`config.mk`:
```
export PLATFORM = sky130hd
export DESIGN_NAME = vga_timing_gen
export DESIGN_NICKNAME = d
export VERILOG_FILES = /design/src/rtl/vga_timing_gen.sv
export SDC_FILE = /design/constraint.sdc
export NUM_CORES = 1
export LEC_CHECK = 0
export CAP_MARGIN = 10
export CORE_MARGIN = 2
export CORE_UTILIZATION = 53
export DETAILED_ROUTE_END_ITERATION = 10
export GPL_TIMING_DRIVEN = 1
export PLACE_DENSITY = 0.91
export SLEW_MARGIN = 20
export SYNTH_ARGS = -nofsm -noshare
export SYNTH_HDL_FRONTEND = slang
export SYNTH_SLANG_ARGS = --single-unit
```
`constraint.sdc`:
```
create_clock -name vga_clk -period 3.2 [get_ports vga_clk]
set_clock_uncertainty 0.05 [all_clocks]
set_input_delay 0.32 -clock vga_clk [delete_from_list [all_inputs] [get_ports vga_clk]]
set_output_delay 0.32 -clock vga_clk [all_outputs]
set_load 0.01 [all_outputs]
```
`src/rtl/vga_timing_gen.sv`:
```
// Raster scan generator for the VGA path: coordinates, blank, syncs, strobes and a frame counter.
// Every output is registered from the next-state decode so that coordinates and decode always agree.
module vga_timing_gen #(
    parameter int   H_VISIBLE   = 640,
    parameter int   H_FRONT     = 16,
    parameter int   H_SYNC      = 96,
    parameter int   H_BACK      = 48,
    parameter int   V_VISIBLE   = 480,
    parameter int   V_FRONT     = 10,
    parameter int   V_SYNC      = 2,
    parameter int   V_BACK      = 33,
    parameter logic SYNC_ACTIVE = 1'b0
) (
    input  logic       vga_clk,
    input  logic       reset_n,
    input  logic       en,
    output logic [9:0] DrawX,
    output logic [9:0] DrawY,
    output logic       blank,
    output logic       hs,
    output logic       vs,
    output logic       frame_start,
    output logic       line_start,
    output logic [7:0] frame_count
);

    localparam int H_TOTAL = H_VISIBLE + H_FRONT + H_SYNC + H_BACK;
    localparam int V_TOTAL = V_VISIBLE + V_FRONT + V_SYNC + V_BACK;

    localparam logic [9:0]  H_LAST  = 10'(H_TOTAL - 1);
    localparam logic [9:0]  V_LAST  = 10'(V_TOTAL - 1);
    // 11-bit limits so a total of exactly 1024 cannot wrap to zero
    localparam logic [10:0] H_VIS   = 11'(H_VISIBLE);
    localparam logic [10:0] V_VIS   = 11'(V_VISIBLE);
    localparam logic [10:0] HS_BEG  = 11'(H_VISIBLE + H_FRONT);
    localparam logic [10:0] HS_END  = 11'(H_VISIBLE + H_FRONT + H_SYNC);
    localparam logic [10:0] VS_BEG  = 11'(V_VISIBLE + V_FRONT);
    localparam logic [10:0] VS_END  = 11'(V_VISIBLE + V_FRONT + V_SYNC);

    function automatic logic below(input logic [9:0] v, input logic [10:0] lim);
        return {1'b0, v} < lim;
    endfunction

    function automatic logic sync_level(input logic [9:0] v, input logic [10:0] lo,
                                        input logic [10:0] hi);
        return (!below(v, lo) && below(v, hi)) ? SYNC_ACTIVE : ~SYNC_ACTIVE;
    endfunction

    logic       x_wrap;
    logic [9:0] x_nxt;
    logic [9:0] y_nxt;
    logic       line_nxt;
    logic       frame_nxt;

    // Next-state coordinates and strobes, decoded in parallel with the counters
    always_comb begin
        x_wrap    = (DrawX == H_LAST);
        x_nxt     = x_wrap ? 10'd0 : DrawX + 10'd1;
        y_nxt     = DrawY;
        if (x_wrap) begin
            y_nxt = (DrawY == V_LAST) ? 10'd0 : DrawY + 10'd1;
        end
        line_nxt  = (x_nxt == 10'd0);
        frame_nxt = line_nxt && (y_nxt == 10'd0);
    end

    always_ff @(posedge vga_clk or negedge reset_n) begin
        if (!reset_n) begin
            DrawX       <= H_LAST;
            DrawY       <= V_LAST;
            blank       <= 1'b0;
            hs          <= ~SYNC_ACTIVE;
            vs          <= ~SYNC_ACTIVE;
            frame_start <= 1'b0;
            line_start  <= 1'b0;
            frame_count <= 8'd0;
        end else if (en) begin
            DrawX       <= x_nxt;
            DrawY       <= y_nxt;
            blank       <= below(x_nxt, H_VIS) && below(y_nxt, V_VIS);
            hs          <= sync_level(x_nxt, HS_BEG, HS_END);
            vs          <= sync_level(y_nxt, VS_BEG, VS_END);
            frame_start <= frame_nxt;
            line_start  <= line_nxt;
            if (frame_nxt) begin
                frame_count <= frame_count + 8'd1;
            end
        end else begin
            // Frozen scan: hold everything but never repeat a strobe
            frame_start <= 1'b0;
            line_start  <= 1'b0;
        end
    end

endmodule
```
Word-level counts from Yosys, hierarchy flattened
Index checks and enable logic that the tools add are counted.
Operators by class
  $add $sub $neg: 3
  $lt $le $gt $ge: 6
  eq/ne operators: 2
  multiplexer cells: 7
  reduce and logical (&&, ||, !) cells: 9
Operators by type and width (number)
  $lt A10 B10 Y1 const B: 3
  $lt A10 B9 Y1 const B: 3
  $mux W10: 3
  $add A10 B1 Y10 const B: 2
  $eq A10 B10 Y1 const B: 2
  $logic_not A10 Y1: 2
  $add A8 B1 Y8 const B: 1
  $logic_and A1 B1 Y1: 4
  $mux W1: 4
  $logic_not A1 Y1: 2
  $reduce_and A2 Y1: 1
Word-level totals
  register bits after elaboration: 33
  output and inout port bits: 33
  logic and storage cells: 35

Logic depth before layout (Yosys ltp)
Gate-level depths: netlist (run 1).
  depth after elaboration: 7
  depth in mapped cells: 11
  gate-level depth less buffers: 9

Worst setup path before layout (run 1)
Ideal clock, no wire load.
  path type: register to register
  start point: register DrawX[1]
  end point: register frame_count[1]
  arrival: 2.823 ns
  data required time: 3.025 ns
  path slack: 0.203 ns
  cell stages (with the launch flop): 9
  buffers on the path: 1
  cells stage by stage: dfstp_2 ha_1 buf_2 nand4_4 o21a_1 or3_1 a2111o_1 nor4_4 mux2_2
Between the ends
  word-level cells in the longest chain between the ends: 5
  elaborated cells between the ends (all ways): 8
  those cells by class: 1 x add/sub; 1 x eq/ne; 2 x mux; 4 x reduce/logical
RTL lines
  start, declared: RTL line 17  | output logic [9:0] DrawX,
  start signal, assigned: RTL line 78  | DrawX <= x_nxt;
  $add A10 B1 Y10 / $eq A10 B10 Y1 (equally long branches): RTL line 58, 57
  $mux W10, on equally long branches: RTL line 58, 60
  $logic_not A10 Y1, on equally long branches: RTL line 63, 64
  $logic_and A1 B1 Y1 *: RTL line 64  | frame_nxt = line_nxt && (y_nxt == 10'd0);
  $reduce_and A2 Y1 (no line) *
  end signal, assigned: RTL line 86  | frame_count <= frame_count + 8'd1;
  end, declared: RTL line 24  | output logic [7:0] frame_count
Mark *: on every way between the ends. The rest lies on a longest branch, timed or not.
A chain may end at the register's enable or synchronous reset.

Worst setup path in the final report (run 1)
  start point: register DrawX[0]
  end point: register frame_count[1]
Same word-level chain as after synthesis.

==> reports/results.txt, run 1 <==
HPWL reported at the end of detailed placement: 3470 um
syn avg cell area: 8.90 um^2
buffer and inverter count on the worst path: 1
top achievable clock speed: 333 MHz
total number of vias: 1985
share of layout cells above drive strength 1: 11.7%
number of hold-repair buffers added at the cts stage: 0
beginning of the worst register-to-register path: DrawX[0]$_DFFE_PN1P_
Worst VDD drop: 0.288 mV
final count of hold timing violations: 0
# clock sinks: 33
most used standard cells in the synthesized netlist: 21 x dfrtp_1, 21 x nand3_1, 15 x nand2_1, 15 x xnor2_1, 14 x nor2_1
post-CTS sizing: 0
wire length per cell: 15.5 um
minimum hold slack: 0.369 ns
CP Class: flop to flop
global route overflow: 0
drt drc: 0
result of the run: finished, final reports clean
CTS Buffer Depth: 2
type of origin of the critical path: flop
portion of the clock cycle consumed by the worst path in the final layout: 93.9%
final estimated routing congestion in global placement: 0.955
max-slew violation total from the final report: 0
total global-route track usage: 23.9%
total of fill cells in the finished design: 321
leakage dissipation: 1.10 nW
initial antenna violation count: 0
crit path cell chain: ha_1 > and4_1 > nand3_1 > o21ai_0 > nand3_1 > nor4_4 > buf_4 > mux2_2
share of Yosys cell area claimed by the top area cell type: 23.9%
max_cap viols: 0
Primary FF master, synth: dfrtp_1
Pre-antenna DRT Iters: 5
starting density of the core: 55.0%
area of combinational cells with multiple inputs: 1220 um^2
Fin Setup TNS: 0 ns
Synth area leaders: dfrtp_1 24%, dfstp_2 14%, xnor2_1 6.0%, nand3_1 4.8%, and3_1 3.4%
placed cell areas: 2540 um^2
synthesis-to-finish area growth: 21.2%
#FFs+latches synth: 33
Die X-Extent: 68.4 um
Layout Cells excl Fill: 323
number of enable flip-flop cells after synthesis: 0
Worst-Skew Late Latency: 0.29 ns
Setup crit end kind: flop
count of yosys warnings during synthesis: 0
starting DRC count in detailed routing: 167
core area: 4000 um^2
# nets final: 280
wire length of the first global-routing pass: 8350 um
Site Rows: 23
number of antenna diodes: 0
number of placed cells counting well taps: 314
count of endpoints failing setup in the final report: 0
total design power: 1.40 mW
clock slew seen by the registers of the worst setup and hold paths: 0.07 ns
Max-Slew Margin vs Limit: 65.4%
library cell occupying the most area in the post-synthesis netlist: dfrtp_1
count of different cell masters after synthesis: 55
CP peak stage delay: 0.63 ns
worst endpoint required time: 3.33 ns
via count of the first global-routing pass: 1778
final wirelength: 5020 um
slew at the pin closest to its max-slew limit: 0.512 ns
min Tclk post-route: 3.01 ns
worst hold-check path type: input port to async pin
setup repair after global routing missed its margin: no
CP max FO: 11
die span in y: 68.4 um
clock root cell: clkbuf_8
DIE AREA: 4680 um^2
worst reg2reg setup slack: 0.19 ns
CP delay by family, top: simple AND/OR/NAND/NOR gates
Seq/Total Area, Yosys: 38.2%
total CTS buffers: 5
Critical Path AT: 3.13 ns
cell with the largest stage delay on the worst path: dfstp_2
Via density: 6.15
final instance area: 2660 um^2
Top-Level Pins: 36
gate count of the mapped netlist: 247
post-CTS setup repair buffer count: 0
count of input and output buffers: 35
synthesized cell area: 2200 um^2
Register-to-Register Path Depth: 8
pin count of the biggest net entering global routing: 34
Syn Nets: 255
reg2reg end: frame_count[1]$_DFFE_PN0P_
register area: 841 um^2
number of H-tree levels: 2
fraction of synthesis flops using an asynchronous set or reset pin: 100%
CTS tree: done
most used cell, CP: nand3_1
power per unit of standard cell area: 524 nW/um^2
antenna violation net count after detailed routing: 0
## layer usage
layer  routed length (um)  GRT usage, %
met2                 2380          36.7
met1                 2240          32.5
met4                   58          8.00
met5                    0             0
met3                  346          6.58
## sequential cells by signal, summed over array words and instances, names as in the netlist
signal       count
frame_count      8
vs               1
frame_start      1
line_start       1
blank            1
DrawX           10
DrawY           10
hs               1
## metrics by stage
step | setup slack (ns) | utilization, %
after floorplan | 0.203 | -
after global placement | 0.181 | 63.5
after detailed placement | 0.138 | 63.5
after CTS | 0.125 | 66.4
after global routing | 0.0242 | 66.6
final | 0.195 | 66.6
## power breakdown
| group | switching (mW) | total [mW] | internal [mW] |
|---|---|---|---|
| Combinational | 0.162 | 0.360 | 0.198 |
| Sequential | 0.139 | 0.629 | 0.491 |
| Clock | 0.154 | 0.407 | 0.254 |
## how the worst max path moves through the flow
stage	startpoint	end	slack, ns	cells past startpoint
floorplan	DrawX[1]$_DFFE_PN1P_	frame_count[1]$_DFFE_PN0P_	0.20	8
global placement	DrawX[0]$_DFFE_PN1P_	frame_count[1]$_DFFE_PN0P_	0.18	7
detailed placement	DrawX[0]$_DFFE_PN1P_	frame_count[1]$_DFFE_PN0P_	0.14	7
CTS	DrawX[0]$_DFFE_PN1P_	frame_count[1]$_DFFE_PN0P_	0.12	6
global route	DrawY[0]$_DFFE_PN0P_	frame_count[1]$_DFFE_PN0P_	0.02	8
finish	DrawX[0]$_DFFE_PN1P_	frame_count[1]$_DFFE_PN0P_	0.19	8
## cell families after synthesis
logic type | synth area share (%)
buf+inv | 6.15
flops | 38.2
fa+ha+maj | 2.85
xor+xnor | 7.97
compound gates | 17.1
simple gates | 25.2
mux | 2.45
## cells in the final DEF (no fill, tap or decap), types with 7 or more instances in the layout
master and count:
clkdlybuf4s50_1 35, inv_1 7, nand4_1 11, dfstp_2 12, and3_1 12, o21ai_0 12
a31oi_1 9, nand2_1 15, nor3_1 7, dfrtp_1 21, nor2_1 14, xnor2_1 15
a21oi_1 11, nand3_1 21
## layout make-up
type	count	area share (%)
multi-input combinational	184	45.9
sequential	33	31.6
timing repair buffer	41	14.8
clock buffer	7	3.24
tap	50	2.35
clock inverter	1	1.13
inverter	7	0.986
## worst reg2reg max path, cell delays in order (launching register included)
cell and delay [ns]:
dfstp_2 0.63, ha_1 0.26, and4_1 0.34, nand3_1 0.26, o21ai_0 0.35, nand3_1 0.18, nor4_4 0.29, buf_4 0.20
mux2_2 0.34
(Power assumes the default switching activity.)
==> inputs of run 2 (changes only) <==
CORE_MARGIN = default   (was 2)
RECOVER_POWER = 100   (was default)
==> reports/results.txt, run 2 (synthesis gave the netlist of run 1 again) <==
failing checks: capacitance limit, slew limit
crit path cell chain: ha_1 > nand4_1 > o21a_1 > or3_1 > a2111o_1 > nor4_4 > buf_4 > mux2_2
# nets final: 280
max-slew violation total from the final report: 34
total global-route track usage: 24.5%
switching power as a share of total power: 35.0%
worst slack, placed: 0.0923 ns
share of layout cells above drive strength 1: 7.69%
number of hold-repair buffers added at the cts stage: 0
top achievable clock speed: 334 MHz
# clock sinks: 33
Via density: 6.12
final wirelength: 4930 um
starting density of the core: 55.0%
worst endpoint required time: 3.33 ns
wire length of the first global-routing pass: 8140 um
post-CTS sizing: 0
portion of the clock cycle consumed by the worst path in the final layout: 93.7%
clock slew seen by the registers of the worst setup and hold paths: 0.06 ns
total CTS buffers: 5
power per unit of standard cell area: 485 nW/um^2
commonest non-fill, non-tap cell in the layout: dlygate4sd3_1
CP Class: flop to flop
global route overflow: 0
result of the run: finished, violations left
final setup slack of the worst path: 0.203 ns
die span in y: 66.4 um
commonest non-fill, non-tap cells in the layout: 27 x dlygate4sd3_1, 21 x dfrtp_1, 21 x nand3_1
count of input and output buffers: 35
max_cap viols: 1
CP delay by family, top: simple AND/OR/NAND/NOR gates
Die X-Extent: 66.4 um
buffer and inverter count on the worst path: 1
starting DRC count in detailed routing: 116
Top Registers: DrawX (10), DrawY (10), frame_count (8)
final count of hold timing violations: 0
drt drc: 0
clock root cell: clkbuf_8
worst hold-check path type: flop to flop
wire length per cell: 15.3 um
Setup crit end kind: flop
final estimated routing congestion in global placement: 0.961
total number of vias: 1978
Worst-Skew Late Latency: 0.29 ns
CP peak stage delay: 0.63 ns
Clk pwr share: 24.2%
CTS Buffer Depth: 2
initial antenna violation count: 0
Top-Level Pins: 36
Critical Path AT: 3.12 ns
core area: 4000 um^2
number of H-tree levels: 2
slew at the pin closest to its max-slew limit: 1.64 ns
setup repair after global routing missed its margin: no
switching power: 0.442 mW
sequential power share: 48.5%
count of endpoints failing setup in the final report: 0
HPWL reported at the end of detailed placement: 3420 um
synthesis-to-finish area growth: 18.3%
Fin Setup TNS: 0 ns
post-CTS setup repair buffer count: 0
type of origin of the critical path: flop
antenna violation net count after detailed routing: 0
Internal: 0.820 mW
min Tclk post-route: 3.00 ns
leakage dissipation: 1.13 nW
Max-Slew Margin vs Limit: -9.21%
CTS tree: done
CP max FO: 11
Site Rows: 23
pin count of the biggest net entering global routing: 34
Worst VDD drop: 0.315 mV
part of the power in combinational logic: 27.3%
cell with the largest stage delay on the worst path: dfstp_2
DIE AREA: 4410 um^2
number of antenna diodes: 0
Pre-antenna DRT Iters: 4
via count of the first global-routing pass: 1695
[run 2: worst register-to-register path: stages (launching register included)]
cell and delay (ns):
dfstp_2 0.63, ha_1 0.22, nand4_1 0.15, o21a_1 0.23, or3_1 0.37, a2111o_1 0.42, nor4_4 0.26, buf_4 0.20
mux2_2 0.34
[run 2: worst paths after layout]
path	start	to	slack, ns	depth (start not counted)
max reg2reg	DrawX[0]$_DFFE_PN1P_	frame_count[1]$_DFFE_PN0P_	0.20	8
max in group asynchronous	reset_n	DrawY[5]$_DFFE_PN0P_	1.22	2
max	DrawX[0]$_DFFE_PN1P_	frame_count[1]$_DFFE_PN0P_	0.20	8
min in group asynchronous	reset_n	blank$_DFFE_PN0P_	0.92	2
min reg2reg	frame_count[7]$_DFFE_PN0P_	frame_count[7]$_DFFE_PN0P_	0.43	1
min	frame_count[7]$_DFFE_PN0P_	frame_count[7]$_DFFE_PN0P_	0.43	1
[run 2: metal layers]
| metal | vias up | part of all wire [%] | track usage [%] |
|---|---|---|---|
| met2 | 77 | 47 | 37.6 |
| met5 | - | 0 | 0 |
| li1 | 960 | - | - |
| met1 | 927 | 45 | 33.3 |
| met4 | 0 | 2.1 | 9.84 |
| met3 | 14 | 6.4 | 5.52 |
[run 2: layout make-up]
cell class                      instances  area (um^2)
Timing Repair Buffer                   41          380
Inverter                                7         26.3
Multi-Input combinational cell        184         1210
Clock buffer                            6         72.6
Clock inverter                          2         10.0
Tap cell                               50         62.6
Fill cell                             311         1400
Sequential cell                        33          841
[run 2: power by group through the flow]
stage	sequential [mW]	clock, mW	combinational (mW)
after floorplan	0.560	0	0.291
after global placement	0.632	0	0.344
after global routing	0.627	0.329	0.378
after CTS	0.629	0.311	0.356
after detailed placement	0.634	0	0.353
final	0.612	0.306	0.344
[run 2: through the flow]
step | power, mW | hold WS (ns) | area (um^2) | utilization, % | cells
3_5_place_dp | 0.988 | 0.416 | 2540 | 63.5 | 314
6_report | 1.26 | 0.429 | 2600 | 65.0 | 323
2_1_floorplan | 0.851 | -0.0256 | 2200 | - | 247
4_1_cts | 1.29 | 0.375 | 2620 | 65.6 | 322
3_3_place_gp | 0.976 | 0.415 | 2540 | 63.5 | 314
5_1_grt | 1.33 | 0.444 | 2600 | 65.0 | 323
